==> config.mk <==
export PLATFORM = sky130hd
export DESIGN_NAME = pc_uart_loader
export DESIGN_NICKNAME = d
export VERILOG_FILES = /design/src/rtl/pc_uart_pkg.sv /design/src/rtl/pc_uart_tx_seq.sv /design/src/rtl/pc_uart_loader.sv
export SDC_FILE = /design/constraint.sdc
export NUM_CORES = 1
export LEC_CHECK = 0
export BUFFER_PORTS_ARGS = -buffer_cell sky130_fd_sc_hd__clkbuf_2
export CORE_ASPECT_RATIO = 0.75
export CORE_MARGIN = 4
export CORE_UTILIZATION = 60
export DETAILED_ROUTE_END_ITERATION = 10
export PLACE_DENSITY = 0.9
export SLEW_MARGIN = 20
export SYNTH_ARGS = -nofsm -noshare
export SYNTH_HDL_FRONTEND = slang
export SYNTH_SLANG_ARGS = --single-unit
==> constraint.sdc <==
create_clock -name clk -period 5.6 [get_ports clk]
set_clock_uncertainty 0.05 [all_clocks]
set_input_delay 1.68 -clock clk [delete_from_list [all_inputs] [get_ports clk]]
set_output_delay 1.68 -clock clk [all_outputs]
set_load 0.01 [all_outputs]
==> src/rtl/pc_uart_pkg.sv <==
// Shared constants for the pinacolada UART loader: command codes, reply bytes,
// FSM state encoding and the default inter-byte timeout.
package pc_uart_pkg;

    localparam logic [7:0] CMD_WRITE = 8'h57;
    localparam logic [7:0] CMD_READ  = 8'h52;
    localparam logic [7:0] CMD_GO    = 8'h47;
    localparam logic [7:0] CMD_HALT  = 8'h48;

    localparam logic [7:0] BYTE_ACK  = 8'h06;
    localparam logic [7:0] BYTE_NAK  = 8'h15;

    localparam int TIMEOUT_CYC_DEF = 5_000_000;

    localparam logic [2:0] S_IDLE   = 3'd0;
    localparam logic [2:0] S_ADDR   = 3'd1;
    localparam logic [2:0] S_DATA   = 3'd2;
    localparam logic [2:0] S_CSUM   = 3'd3;
    localparam logic [2:0] S_MEMW   = 3'd4;
    localparam logic [2:0] S_MEMR   = 3'd5;
    localparam logic [2:0] S_RDWAIT = 3'd6;
    localparam logic [2:0] S_RESP   = 3'd7;

endpackage

==> src/rtl/pc_uart_tx_seq.sv <==
// Sends the low 1..4 bytes of a word, LSB first, through the tx_start/tx_done
// handshake; done is high for the cycle the final byte is seen complete.
module pc_uart_tx_seq (
    input  logic        clk,
    input  logic        rst_n,
    input  logic        start,
    input  logic [2:0]  len,
    input  logic [31:0] word,
    input  logic        tx_done,
    output logic        tx_start,
    output logic [7:0]  tx_byte,
    output logic        done
);
    localparam logic [1:0] P_IDLE = 2'd0;
    localparam logic [1:0] P_SEND = 2'd1;
    localparam logic [1:0] P_LOW  = 2'd2;
    localparam logic [1:0] P_HIGH = 2'd3;

    logic [1:0]  ph;
    logic [2:0]  left;
    logic [31:0] sh;

    assign done = (ph == P_HIGH) && tx_done && (left == 3'd1);

    always_ff @(posedge clk or negedge rst_n) begin
        if (!rst_n) begin
            ph       <= P_IDLE;
            left     <= '0;
            sh       <= '0;
            tx_start <= 1'b0;
            tx_byte  <= '0;
        end else begin
            tx_start <= 1'b0;
            case (ph)
                P_IDLE: if (start) begin
                    sh   <= word;
                    left <= len;
                    ph   <= P_SEND;
                end
                P_SEND: if (tx_done) begin
                    tx_start <= 1'b1;
                    tx_byte  <= sh[7:0];
                    sh       <= {8'h00, sh[31:8]};
                    ph       <= P_LOW;
                end
                // a byte is complete only after tx_done has been seen low, then high
                P_LOW: if (!tx_done) ph <= P_HIGH;
                P_HIGH: if (tx_done) begin
                    left <= left - 3'd1;
                    ph   <= (left == 3'd1) ? P_IDLE : P_SEND;
                end
                default: ph <= P_IDLE;
            endcase
        end
    end

endmodule

==> src/rtl/pc_uart_loader.sv <==
// Host command responder for the pinacolada UART link (W/R/G/H commands).
// Define PC_LOADER_CHECKSUM_EN to require an XOR checksum byte after W payloads.
module pc_uart_loader
    import pc_uart_pkg::*;
#(
    parameter int ADDR_W      = 14,
    parameter int TIMEOUT_CYC = TIMEOUT_CYC_DEF
) (
    input  logic              clk,
    input  logic              rst_n,
    input  logic              rx_valid,
    input  logic [7:0]        rx_data,
    output logic              tx_start,
    output logic [7:0]        tx_byte,
    input  logic              tx_done,
    output logic [ADDR_W-1:0] mem_addr,
    output logic [31:0]       mem_wdata,
    output logic              mem_we,
    output logic              mem_re,
    input  logic [31:0]       mem_rdata,
    output logic              cpu_rst_n,
    output logic              busy
);
    localparam int TO_W = $clog2(TIMEOUT_CYC + 1);

    logic [2:0]      state;
    logic [2:0]      cnt;
    logic [7:0]      addr_lo;
    logic [23:0]     data_sh;
    logic [31:0]     data_next;
    logic            is_write;
    logic            go_pend;
    logic [TO_W-1:0] to_cnt;
    logic            in_field;
    logic            timed_out;
    logic [31:0]     resp_word;
    logic [2:0]      resp_len;
    logic            seq_start;
    logic            seq_done;
`ifdef PC_LOADER_CHECKSUM_EN
    logic [7:0]      csum;
`endif

    // payload bytes arrive LSB first, so each new byte lands on top
    assign data_next = {rx_data, data_sh};
    assign busy      = (state != S_IDLE);
    assign in_field  = (state == S_ADDR) || (state == S_DATA) || (state == S_CSUM);
    assign timed_out = in_field && !rx_valid && (to_cnt == TO_W'(TIMEOUT_CYC - 1));

    always_ff @(posedge clk or negedge rst_n) begin
        if (!rst_n) begin
            state     <= S_IDLE;
            cnt       <= '0;
            addr_lo   <= '0;
            data_sh   <= '0;
            is_write  <= 1'b0;
            go_pend   <= 1'b0;
            to_cnt    <= '0;
            resp_word <= '0;
            resp_len  <= '0;
            seq_start <= 1'b0;
            mem_addr  <= '0;
            mem_wdata <= '0;
            mem_we    <= 1'b0;
            mem_re    <= 1'b0;
            cpu_rst_n <= 1'b0;
`ifdef PC_LOADER_CHECKSUM_EN
            csum      <= '0;
`endif
        end else begin
            mem_we    <= 1'b0;
            mem_re    <= 1'b0;
            seq_start <= 1'b0;
            if (in_field) to_cnt <= rx_valid ? '0 : to_cnt + TO_W'(1);

            if (timed_out) begin
                state <= S_IDLE;
            end else begin
                case (state)
                    S_IDLE: if (rx_valid) begin
                        cnt    <= '0;
                        to_cnt <= '0;
`ifdef PC_LOADER_CHECKSUM_EN
                        csum   <= '0;
`endif
                        case (rx_data)
                            CMD_WRITE: begin
                                is_write <= 1'b1;
                                state    <= S_ADDR;
                            end
                            CMD_READ: begin
                                is_write <= 1'b0;
                                state    <= S_ADDR;
                            end
                            CMD_GO: begin
                                go_pend   <= 1'b1;
                                resp_word <= {24'h0, BYTE_ACK};
                                resp_len  <= 3'd1;
                                seq_start <= 1'b1;
                                state     <= S_RESP;
                            end
                            CMD_HALT: begin
                                cpu_rst_n <= 1'b0;
                                resp_word <= {24'h0, BYTE_ACK};
                                resp_len  <= 3'd1;
                                seq_start <= 1'b1;
                                state     <= S_RESP;
                            end
                            default: begin
                                resp_word <= {24'h0, BYTE_NAK};
                                resp_len  <= 3'd1;
                                seq_start <= 1'b1;
                                state     <= S_RESP;
                            end
                        endcase
                    end
                    S_ADDR: if (rx_valid) begin
                        addr_lo <= rx_data;
                        cnt     <= cnt + 3'd1;
`ifdef PC_LOADER_CHECKSUM_EN
                        csum    <= csum ^ rx_data;
`endif
                        if (cnt == 3'd1) begin
                            // upper address bits beyond ADDR_W are dropped here
                            mem_addr <= ADDR_W'({rx_data, addr_lo});
                            cnt      <= '0;
                            if (is_write) begin
                                state <= S_DATA;
                            end else begin
                                mem_re <= 1'b1;
                                state  <= S_MEMR;
                            end
                        end
                    end
                    S_DATA: if (rx_valid) begin
                        data_sh <= data_next[31:8];
                        cnt     <= cnt + 3'd1;
`ifdef PC_LOADER_CHECKSUM_EN
                        csum    <= csum ^ rx_data;
`endif
                        if (cnt == 3'd3) begin
                            mem_wdata <= data_next;
`ifdef PC_LOADER_CHECKSUM_EN
                            state     <= S_CSUM;
`else
                            mem_we    <= 1'b1;
                            state     <= S_MEMW;
`endif
                        end
                    end
`ifdef PC_LOADER_CHECKSUM_EN
                    S_CSUM: if (rx_valid) begin
                        if (rx_data == csum) begin
                            mem_we <= 1'b1;
                            state  <= S_MEMW;
                        end else begin
                            resp_word <= {24'h0, BYTE_NAK};
                            resp_len  <= 3'd1;
                            seq_start <= 1'b1;
                            state     <= S_RESP;
                        end
                    end
`endif
                    S_MEMW: begin
                        resp_word <= {24'h0, BYTE_ACK};
                        resp_len  <= 3'd1;
                        seq_start <= 1'b1;
                        state     <= S_RESP;
                    end
                    S_MEMR: state <= S_RDWAIT;
                    S_RDWAIT: begin
                        resp_word <= mem_rdata;
                        resp_len  <= 3'd4;
                        seq_start <= 1'b1;
                        state     <= S_RESP;
                    end
                    S_RESP: if (seq_done) begin
                        // G releases the core only once its ACK has fully left
                        if (go_pend) begin
                            cpu_rst_n <= 1'b1;
                            go_pend   <= 1'b0;
                        end
                        state <= S_IDLE;
                    end
                    default: state <= S_IDLE;
                endcase
            end
        end
    end

    pc_uart_tx_seq u_tx_seq (
        .clk      (clk),
        .rst_n    (rst_n),
        .start    (seq_start),
        .len      (resp_len),
        .word     (resp_word),
        .tx_done  (tx_done),
        .tx_start (tx_start),
        .tx_byte  (tx_byte),
        .done     (seq_done)
    );

endmodule

==> summary.txt, run 1 <==
Min path
  • Min-Delay Path Class: register to register
  • Hold path depth: 1
  • Hold_sp: resp_len[2]
  • Hold Path End: resp_len[2]

Yosys
  • Syn_area_per_cell: 11.8 um^2
  • Synth Cell Area: 0.00843 mm^2
  • Most used DFF post-synth: dfrtp_1
  • Synth Instances: 712
  • Synth Net Count: 766
  • YS warnings: 0
  • Post-synth ARST share: 100%
  • Post-synth cell types: 61
  • EDFF count, synth: 0
  • Yosys reg bits: 193
  • Register area share after synthesis: 57.3%

Clocking
  • CTS Hold Bufs: 0
  • CTS tree: done
  • Clock buffer count from CTS: 17
  • Clock root buffer: clkbuf_16
  • Post-CTS Resized: 0
  • CTS Sinks: 193
  • Maximum root-to-sink buffer count: 2
  • Clk pin slew, worst setup/hold paths: 0.07 ns
  • CTS H-tree depth: 4
  • Worst-Skew Late Latency: 0.43 ns
  • Setup bufs post-CTS: 0

Timing
  • Fmax: 0.283 GHz
  • Max Slew Vio Count: 0
  • Final Cycle Share: 63.1%
  • Setup TNS Final: 0 ns
  • Slew headroom: 33.0%
  • Final min period: 3.53 ns
  • Worst Max-Slew Pin Slew: 1.00 ns
  • RSZ-0062 raised after global routing: false
  • Hold_ws: 0.430 ns
  • Final hold vios: 0
  • # setup viols final: 0

Power
  • Power Density: 552 mW/mm^2
  • Comb power frac: 33.5%
  • Sequential Power Share: 43.9%
  • Total Power: 5.34 mW
  • Switching power of the nets: 1.95 mW
  • Static Leak: 4.56 nW
  • P_int: 3.40 mW
  • Power share of the clock group: 22.6%
  • Peak supply drop: 276 uV
  • Sw frac: 36.5%

Layout
  • # diodes: 0
  • Area growth from synthesis to layout: 14.9%
  • Final Non-Filler Cells: 987
  • Fraction of layout cells with a size suffix above 1: 30.4%
  • Commonest non-fill, non-tap cell in the layout: dfrtp_1
  • Most frequent cells in the layout: dfrtp_1 (193), clkbuf_2 (101), mux2_2 (89), a21oi_1 (51), nor2_1 (47)
  • Fillers: 894
  • Final Net Count: 854

Critical path
  • Reg2reg setup slack: 2.38 ns
  • Worst r2r path cells: 8
  • R2r startpoint: u_tx_seq.ph[1]
  • CP Data Arrival Time: 3.79 ns
  • Crit Path Class: primary input to register
  • Worst R2R End: u_tx_seq.sh[22]
  • Max FO, Critical Path: 24
  • Worst EP required: 5.85 ns
  • Worst setup EP type: register
  • Startpoint Class: primary input

Outcome
  • Status: complete, no violations

Floorplan
  • Row count: 37
  • IO Count: 103
  • Initial core utilization: 61.3%
  • Die height: 111 um
  • Die Footprint: 0.0160 mm^2
  • Die span in x: 145 um
  • Core box area: 0.0137 mm^2

Routing
  • Iter 0 DRT Violations: 479
  • 1st-pass router iterations: 5
  • Routed via count: 6,065
  • Routed wire length: 18,800 um
  • WL/cell: 19.0 um
  • Residual DRC: 0
  • ANT nets after route: 0
  • Vias per inst: 6.14

Global routing
  • Vias in the first global route: 6,040
  • First-pass GRT wire length: 31,100 um
  • Initial antenna violation count: 0
  • Largest net degree at the start of global routing: 110
  • Total global-route track usage: 24.3%
  • Overflow after GRT: 0

Run
  • Max-cap check violation count: 0

Placed design
  • Dpl cells: 956
  • Port bufs: 102
  • Routability congestion estimate: 0.848
  • HPWL after DPL: 11,700 um
[metal layers]
| metal | track usage [%] | routed length (um) | up-vias |
|---|---|---|---|
| li1 | - | - | 2742 |
| met1 | 34.8 | 8180 | 3027 |
| met2 | 36.9 | 8820 | 261 |
| met3 | 6.43 | 1430 | 35 |
| met4 | 7.21 | 355 | 0 |
| met5 | 0 | 0 | - |
[critical path, cell delays in order]
cell and delay (ns):
clkbuf_2 0.34, nor4b_1 0.79, a21oi_2 0.35, inv_1 0.24
mux2_2 0.36
[cell usage after synthesis, drive strengths merged (2+ instances only)]
library cell  instances  area [um^2]
a2bb2oi               3         26.3
and2                  2         12.5
a41o                  2         20.0
clkbuf               32          120
a22o                 29          254
a211o                 2         17.5
or4                   7         56.3
a21o                  4         30.0
ha                   10          125
o21a                  2         15.0
mux2i                29          290
or3                   5         33.8
nand3b               10         75.1
mux2                 89         1000
and3b                 2         17.5
or2                   3         18.8
nor3b                 3         22.5
a31o                  2         17.5
nor3                 10         61.3
nand2b                7         43.8
nor2b                 6         37.5
nor4                  8         50.1
o31ai                 3         22.5
inv                  27          101
dfrtp               193         4830
o211ai                2         15.0
nand4b                2         17.5
nand4                 7         43.8
xnor2                 2         17.5
and4b                 2         20.0
nand3                 7         40.0
buf                   9         48.8
o21bai                2         15.0
nor2                 48          183
nand2                33          124
a21oi                53          265
o21ai                35          175
nor4b                 4         35.0
[worst max path at each step]
stage | start | to | slack [ns] | cells after the start
2_1_floorplan | rx_data[5] | resp_word[0] | 2.51 | 4
3_3_place_gp | rx_valid | mem_addr[7] | 1.83 | 5
3_5_place_dp | rx_valid | mem_addr[5] | 1.72 | 5
4_1_cts | rx_valid | mem_addr[11] | 2.13 | 5
5_1_grt | rx_valid | mem_addr[12] | 1.97 | 5
6_report | rx_valid | resp_word[4] | 2.07 | 5
[cell families after synthesis]
family	synth area share [%]
flip-flops	57.3
buffers and inverters	3.20
adder cells (fa/ha/maj)	1.48
AND/OR/NAND/NOR	11.0
multiplexers	15.3
AO/OA/AOI/OAI	11.5
XOR/XNOR	0.208
[state kept, by name, indices dropped and copies added, names as in the netlist, 2 cells and up]
register and count:
mem_wdata 32, resp_word 32, u_tx_seq.sh 32, data_sh 24, to_cnt 23, mem_addr 14, addr_lo 8, u_tx_seq.tx_byte 8
cnt 3, state 3, u_tx_seq.left 3, resp_len 2, u_tx_seq.ph 2
[per-stage QoR]
step | worst slack, ns | instance area, um^2 | utilization [%]
2_1_floorplan | 2.51 | 8430 | -
3_3_place_gp | 1.83 | 9090 | 66.1
3_5_place_dp | 1.72 | 9090 | 66.1
4_1_cts | 2.13 | 9690 | 70.4
5_1_grt | 1.97 | 9690 | 70.5
6_report | 2.07 | 9690 | 70.5
[area by class of cell]
class,count,area (um^2),share of cell area (%)
Sequential cell,193,4830,49.9
Multi-Input combinational cell,451,3350,34.6
Timing Repair Buffer,110,592,6.11
Clock buffer,17,425,4.39
Tap cell,175,219,2.26
Clock inverter,14,170,1.76
Inverter,27,101,1.05
[power groups by stage]
stage / clock [mW] / combinational [mW] / sequential, mW
after floorplan: 0 / 1.28 / 2.26
after global placement: 0 / 1.65 / 2.32
after detailed placement: 0 / 1.74 / 2.34
after CTS: 1.22 / 1.80 / 2.34
after global routing: 1.29 / 2.00 / 2.41
final: 1.21 / 1.79 / 2.34
Power figures use the tool's default switching activity.
==> run 2: changes to the inputs <==
- ABC_AREA: not set -> 1
- CORE_UTILIZATION: 60 -> 53
- PLACE_DENSITY: 0.9 -> 0.84
- clock period: 5.6 -> 2.9 ns (I/O delays scaled with it)
==> summary.txt, run 2 <==
Timing
  • Hold_ws: 0.377 ns (-0.0526 ns)
  • Final hold vios: 0 (unchanged)
  • Final min period: 2.38 ns
  • Final Cycle Share: 82.2%
  • Worst Max-Slew Pin Slew: 0.607 ns (-0.396 ns)
  • Fmax: 0.420 GHz
  • Setup TNS Final: 0 ns (unchanged)
  • # setup viols final: 0 (unchanged)
  • Max Slew Vio Count: 0 (unchanged)
  • RSZ-0062 raised after global routing: false
  • Slew headroom: 59.5% (+26 points)
  • Smallest setup slack after layout: 0.518 ns (-1.55 ns)

Clocking
  • Clk pin slew, worst setup/hold paths: 0.07 ns (about the same)
  • Post-CTS Resized: 0 (unchanged)
  • Clock buffer count from CTS: 17 (unchanged)
  • CTS Sinks: 193 (unchanged)
  • CTS tree: done
  • CTS Hold Bufs: 0 (unchanged)
  • Worst-Skew Late Latency: 0.43 ns (about the same)
  • Clock root buffer: clkbuf_16
  • CTS H-tree depth: 4 (unchanged)
  • Setup bufs post-CTS: 0 (unchanged)
  • Maximum root-to-sink buffer count: 2 (unchanged)

Routing
  • Routed wire length: 19,500 um (+3.9%)
  • Routed via count: 7,140 (+18%)
  • Vias per inst: 5.32 (-13%)
  • 1st-pass router iterations: 6 (+1)
  • WL/cell: 14.5 um (-24%)
  • Residual DRC: 0 (unchanged)
  • Iter 0 DRT Violations: 648 (+35%)
  • ANT nets after route: 0 (unchanged)

Global routing
  • Largest net degree at the start of global routing: 60 (-45%)
  • First-pass GRT wire length: 33,000 um (+5.9%)
  • Vias in the first global route: 6,819 (+13%)
  • Overflow after GRT: 0 (unchanged)
  • Initial antenna violation count: 0 (unchanged)
  • Total global-route track usage: 21.4% (-2.9 points)

Yosys
  • Count leader, synth: nand2_1
  • Synth top cells by count: nand2_1 (319), dfrtp_1 (193), inv_1 (99)
  • Area fraction of the dominant cell type after synthesis: 54.5% (-2.8 points)
  • YS warnings: 0 (unchanged)
  • Post-synth ARST share: 100% (unchanged)
  • Synth Cell Area: 0.00886 mm^2 (+5.1%)
  • EDFF count, synth: 0 (unchanged)
  • Cell taking the most area after synthesis: dfrtp_1
  • Post-synth cell types: 44 (-28%)
  • Synth Instances: 1,023 (+44%)
  • Syn_area_per_cell: 8.66 um^2 (-27%)
  • Yosys reg bits: 193 (unchanged)
  • Register area share after synthesis: 54.5% (-2.8 points)
  • Top post-synthesis cells by area: dfrtp_1 (55%), nand2_1 (14%), o21ai_0 (5.2%), inv_1 (4.2%), nor2_1 (3.6%)
  • Most used DFF post-synth: dfrtp_1
  • Synth Net Count: 1,077 (+41%)

Critical path
  • CP Data Arrival Time: 1.46 ns (-2.33 ns)
  • Startpoint Class: register
  • Max FO, Critical Path: 8 (-67%)
  • Worst EP required: 1.98 ns (-3.87 ns)
  • Crit Path Class: register to primary output
  • Worst setup EP type: primary output

Power
  • Static Leak: 5.03 nW (+10%)
  • Power Density: 1030 mW/mm^2 (+87%)
  • Peak supply drop: 437 uV (+59%)
  • Total Power: 10.5 mW (+96%)

Floorplan
  • Row count: 40 (+8.1%)
  • Core box area: 0.0162 mm^2 (+18%)
  • Die span in x: 157 um (+8.6%)
  • Die Footprint: 0.0189 mm^2 (+18%)
  • Initial core utilization: 54.6% (-6.7 points)
  • Die height: 120 um (+8.4%)
  • IO Count: 103 (unchanged)

Layout
  • Final instance area: 0.0101 mm^2 (+4.6%)
  • Final Net Count: 1,173 (+37%)
  • # diodes: 0 (unchanged)
  • Fillers: 1,337 (+50%)
  • Most frequent cells in the layout: nand2_1 (319), dfrtp_1 (193), clkbuf_2 (101), inv_1 (99), o21ai_0 (92)
  • Commonest non-fill, non-tap cell in the layout: nand2_1
  • Area growth from synthesis to layout: 14.4%
  • Registers with the most flip-flops: mem_wdata: 32 flops, resp_word: 32 flops, u_tx_seq.sh: 32 flops
  • Post-layout util: 62.5% (-8.0 points)
  • Fraction of layout cells with a size suffix above 1: 18.7% (-12 points)
  • Final Non-Filler Cells: 1,342 (+36%)

Placed design
  • Port bufs: 102 (unchanged)
  • Worst slack at placement: 0.613 ns (-1.11 ns)
  • Placed cell area: 0.00955 mm^2 (+5.1%)
  • Dpl cells: 1,310 (+37%)
  • HPWL after DPL: 13,300 um (+13%)
  • Routability congestion estimate: 0.917 (+8.1%)

Min path
  • Min-Delay Path Class: primary input to async pin

Run
  • Max-cap check violation count: 0 (unchanged)

Outcome
  • Status: complete, no violations
run 2: power by group:
group          internal (mW)  switching (mW)
logic                   1.36            2.38
clock network           1.29            1.05
registers               3.76           0.643
total                   6.40            4.07
run 2: worst paths after layout:
check / start / end / slack [ns] / cells after the start
min in group clk: resp_word[19] / resp_word[19] / 0.42 / 2
worst min-delay path: rst_n / data_sh[0] / 0.38 / 1
worst max register to register: u_tx_seq.ph[0] / u_tx_seq.sh[31] / 0.74 / 9
max in group asynchronous: rst_n / resp_word[22] / 1.78 / 2
worst max-delay path: state[0] / busy / 0.52 / 3
worst min register to register: resp_word[19] / resp_word[19] / 0.42 / 2
run 2: layer usage:
layer | vias up | wire length (um) | GRT usage [%] | share of wire (%)
li1 | 3478 | - | - | -
met1 | 3419 | 8940 | 31.0 | 46
met2 | 213 | 8970 | 32.2 | 46
met3 | 30 | 1250 | 5.34 | 6.4
met4 | 0 | 359 | 6.29 | 1.8
met5 | - | 0 | 0 | 0
run 2: cell type report:
cell class / count / area (um^2) / area share, %
clock buffers: 18 / 429 / 4.23
clock inverters: 14 / 154 / 1.52
inverters: 109 / 415 / 4.10
multi-input cells: 682 / 3370 / 33.2
flip-flops and latches: 193 / 4830 / 47.7
well taps: 210 / 263 / 2.59
repair buffers: 116 / 674 / 6.65
run 2: kinds of logic (layout without fill, tap and decap cells):
group           count (synthesis)  in the layout  share of synthesized area [%]
compound gates                184            184                           12.8
xor+xnor                        1              1                         0.0989
fa+ha+maj                      10             10                           1.41
buf+inv                       148            257                           7.54
flops                         193            193                           54.5
mux                             8              8                           1.31
simple gates                  479            479                           22.4
run 2: worst max-delay path: stages (launching register included):
cell	delay [ns]
dfrtp_1	0.52
nor2_4	0.23
nand2_2	0.12
clkbuf_2	0.17
==> run 3: changes to the inputs <==
- clock period: 2.9 -> 2.1 ns (I/O delays scaled with it)
==> summary.txt, run 3 (synthesized netlist as in run 2, its figures left out) <==
Routing
  • Iter 0 DRT Violations: 654 (+0.93%)
  • WL/cell: 14.8 um (+2.1%)
  • Vias per inst: 5.33 (+0.14%)
  • 1st-pass router iterations: 8 (+2)
  • Residual DRC: 0 (unchanged)
  • Routed via count: 7,187 (+0.66%)
  • Routed wire length: 20,000 um (+2.6%)
  • ANT nets after route: 0 (unchanged)

Global routing
  • Initial antenna violation count: 0 (unchanged)
  • Vias in the first global route: 6,855 (+0.53%)
  • Overflow after GRT: 0 (unchanged)
  • Total global-route track usage: 22.2% (+0.80 points)
  • First-pass GRT wire length: 33,800 um (+2.4%)
  • Largest net degree at the start of global routing: 63 (+5.0%)

Layout
  • Fraction of layout cells with a size suffix above 1: 19.2% (+0.50 points)
  • Footprint of the multi-input gates: 0.00337 mm^2 (unchanged)
  • Sequential cell area: 0.00483 mm^2 (about the same)
  • # diodes: 0 (unchanged)
  • Final Non-Filler Cells: 1,349 (+0.52%)
  • Fillers: 1,311 (-1.9%)
  • Most frequent cells in the layout: nand2_1 (319), dfrtp_1 (192), clkbuf_2 (101), inv_1 (99), o21ai_0 (92)
  • Final instance area: 0.0102 mm^2 (+1.0%)
  • Commonest non-fill, non-tap cell in the layout: nand2_1
  • Final Net Count: 1,181 (+0.68%)
  • Area growth from synthesis to layout: 15.6%
  • Registers with the most flip-flops: mem_wdata: 32 flops, resp_word: 32 flops, u_tx_seq.sh: 32 flops

Critical path
  • Worst EP required: 1.42 ns (-0.56 ns)
  • CP Data Arrival Time: 1.34 ns (-0.12 ns)
  • Worst setup EP type: primary output
  • Worst r2r path cells: 8 (-1)
  • Crit Path Class: register to primary output
  • Startpoint Class: register
  • Max FO, Critical Path: 6 (-2)

Clocking
  • Clock buffer count from CTS: 17 (unchanged)
  • Clk pin slew, worst setup/hold paths: 0.07 ns (about the same)
  • Clock root buffer: clkbuf_16
  • CTS Hold Bufs: 0 (unchanged)
  • Maximum root-to-sink buffer count: 2 (unchanged)
  • CTS tree: done
  • Worst-Skew Late Latency: 0.43 ns (about the same)
  • CTS Sinks: 193 (unchanged)
  • CTS H-tree depth: 4 (unchanged)

Run
  • Max-cap check violation count: 0 (unchanged)

Floorplan
  • Initial core utilization: 54.6% (unchanged)
  • Die span in x: 157 um (unchanged)
  • Die Footprint: 0.0189 mm^2 (unchanged)
  • Die height: 120 um (unchanged)
  • Core box area: 0.0162 mm^2 (unchanged)
  • IO Count: 103 (unchanged)
  • Row count: 40 (unchanged)

Timing
  • Slew headroom: 68.4% (+8.9 points)
  • # setup viols final: 0 (unchanged)
  • RSZ-0062 raised after global routing: false
  • Max Slew Vio Count: 0 (unchanged)
  • Hold_ws: 0.102 ns (-0.275 ns)
  • Worst Max-Slew Pin Slew: 0.472 ns (-0.135 ns)
  • Setup TNS Final: 0 ns (unchanged)
  • Fmax: 0.495 GHz
  • Final hold vios: 0 (unchanged)
  • Final min period: 2.02 ns
  • Final Cycle Share: 96.3%

Placed design
  • HPWL after DPL: 13,700 um (+3.3%)
  • Placed cell area: 0.00965 mm^2 (+1.1%)
  • Routability congestion estimate: 0.915 (-0.20%)
  • Dpl cells: 1,317 (+0.53%)
  • Port bufs: 102 (unchanged)

Power
  • Peak supply drop: 743 uV (+70%)
  • Total Power: 14.5 mW (+39%)
  • Static Leak: 5.09 nW (+1.1%)
  • Power Density: 1420 mW/mm^2 (+37%)

Min path
  • Min-Delay Path Class: primary input to async pin

Outcome
  • Status: complete, no violations
run 3: cell types whose count changed in the layout (fill, tap and decap cells not counted):
cell       delta
inv_6         -4
dfrtp_2       +1
clkbuf_8      +5
buf_12        +4
dfrtp_1       -1
clkinv_2      -2
inv_8         -1
buf_4         +4
bufinv_16     -1
clkbuf_1      +1
clkinv_4      +1
run 3: stage by stage:
stage          utilization, %  setup WS (ns)
6_report                 63.2         0.0784
2_1_floorplan               -          0.328
3_3_place_gp             59.5          0.236
3_5_place_dp             59.5          0.124
5_1_grt                  63.2        0.00986
4_1_cts                  63.1         0.0254
run 3: per-layer routing:
metal	GRT usage, %	wire [um]	vias to the layer above
met5	0	0	-
met4	6.29	330	0
met3	4.90	1380	34
met2	33.8	9090	248
met1	32.3	9240	3416
li1	-	-	3489
run 3: power by group:
part / internal, mW / switching, mW / total, mW
Sequential: 5.19 / 0.864 / 6.06
Clock: 1.79 / 1.37 / 3.16
Combinational: 1.98 / 3.35 / 5.33
Total: 8.97 / 5.58 / 14.5
run 3: repair_timing:
item                                    4_1_cts  5_1_grt
setup buffers                                 0        1
gates cloned                                  0        0
endpoints found under the hold margin         0        0
endpoints found under the setup margin        1        1
gates resized for setup                       1        0
run 3: critical path, stage by stage, from the launching register on:
cell      delay [ns]
dfrtp_1         0.50
inv_2           0.11
nand2_2         0.14
clkbuf_2        0.17
run 3: worst paths after layout:
check	endpoint	slack [ns]	startpoint
hold / removal	data_sh[22]	0.10	rst_n
setup / recovery	busy	0.08	state[1]
hold reg to reg	resp_word[8]	0.42	resp_word[8]
min in group clk	resp_word[12]	0.35	mem_rdata[12]
setup reg to reg	u_tx_seq.sh[24]	0.17	u_tx_seq.ph[1]
max in group asynchronous	u_tx_seq.sh[31]	1.31	rst_n
run 3: cell type report:
class                           instances  area share, %
Inverter                              109           4.06
Clock buffer                           24           4.90
Sequential cell                       193           47.2
Tap cell                              210           2.57
Multi-Input combinational cell        682           32.9
Clock inverter                          7          0.745
Timing Repair Buffer                  124           7.66
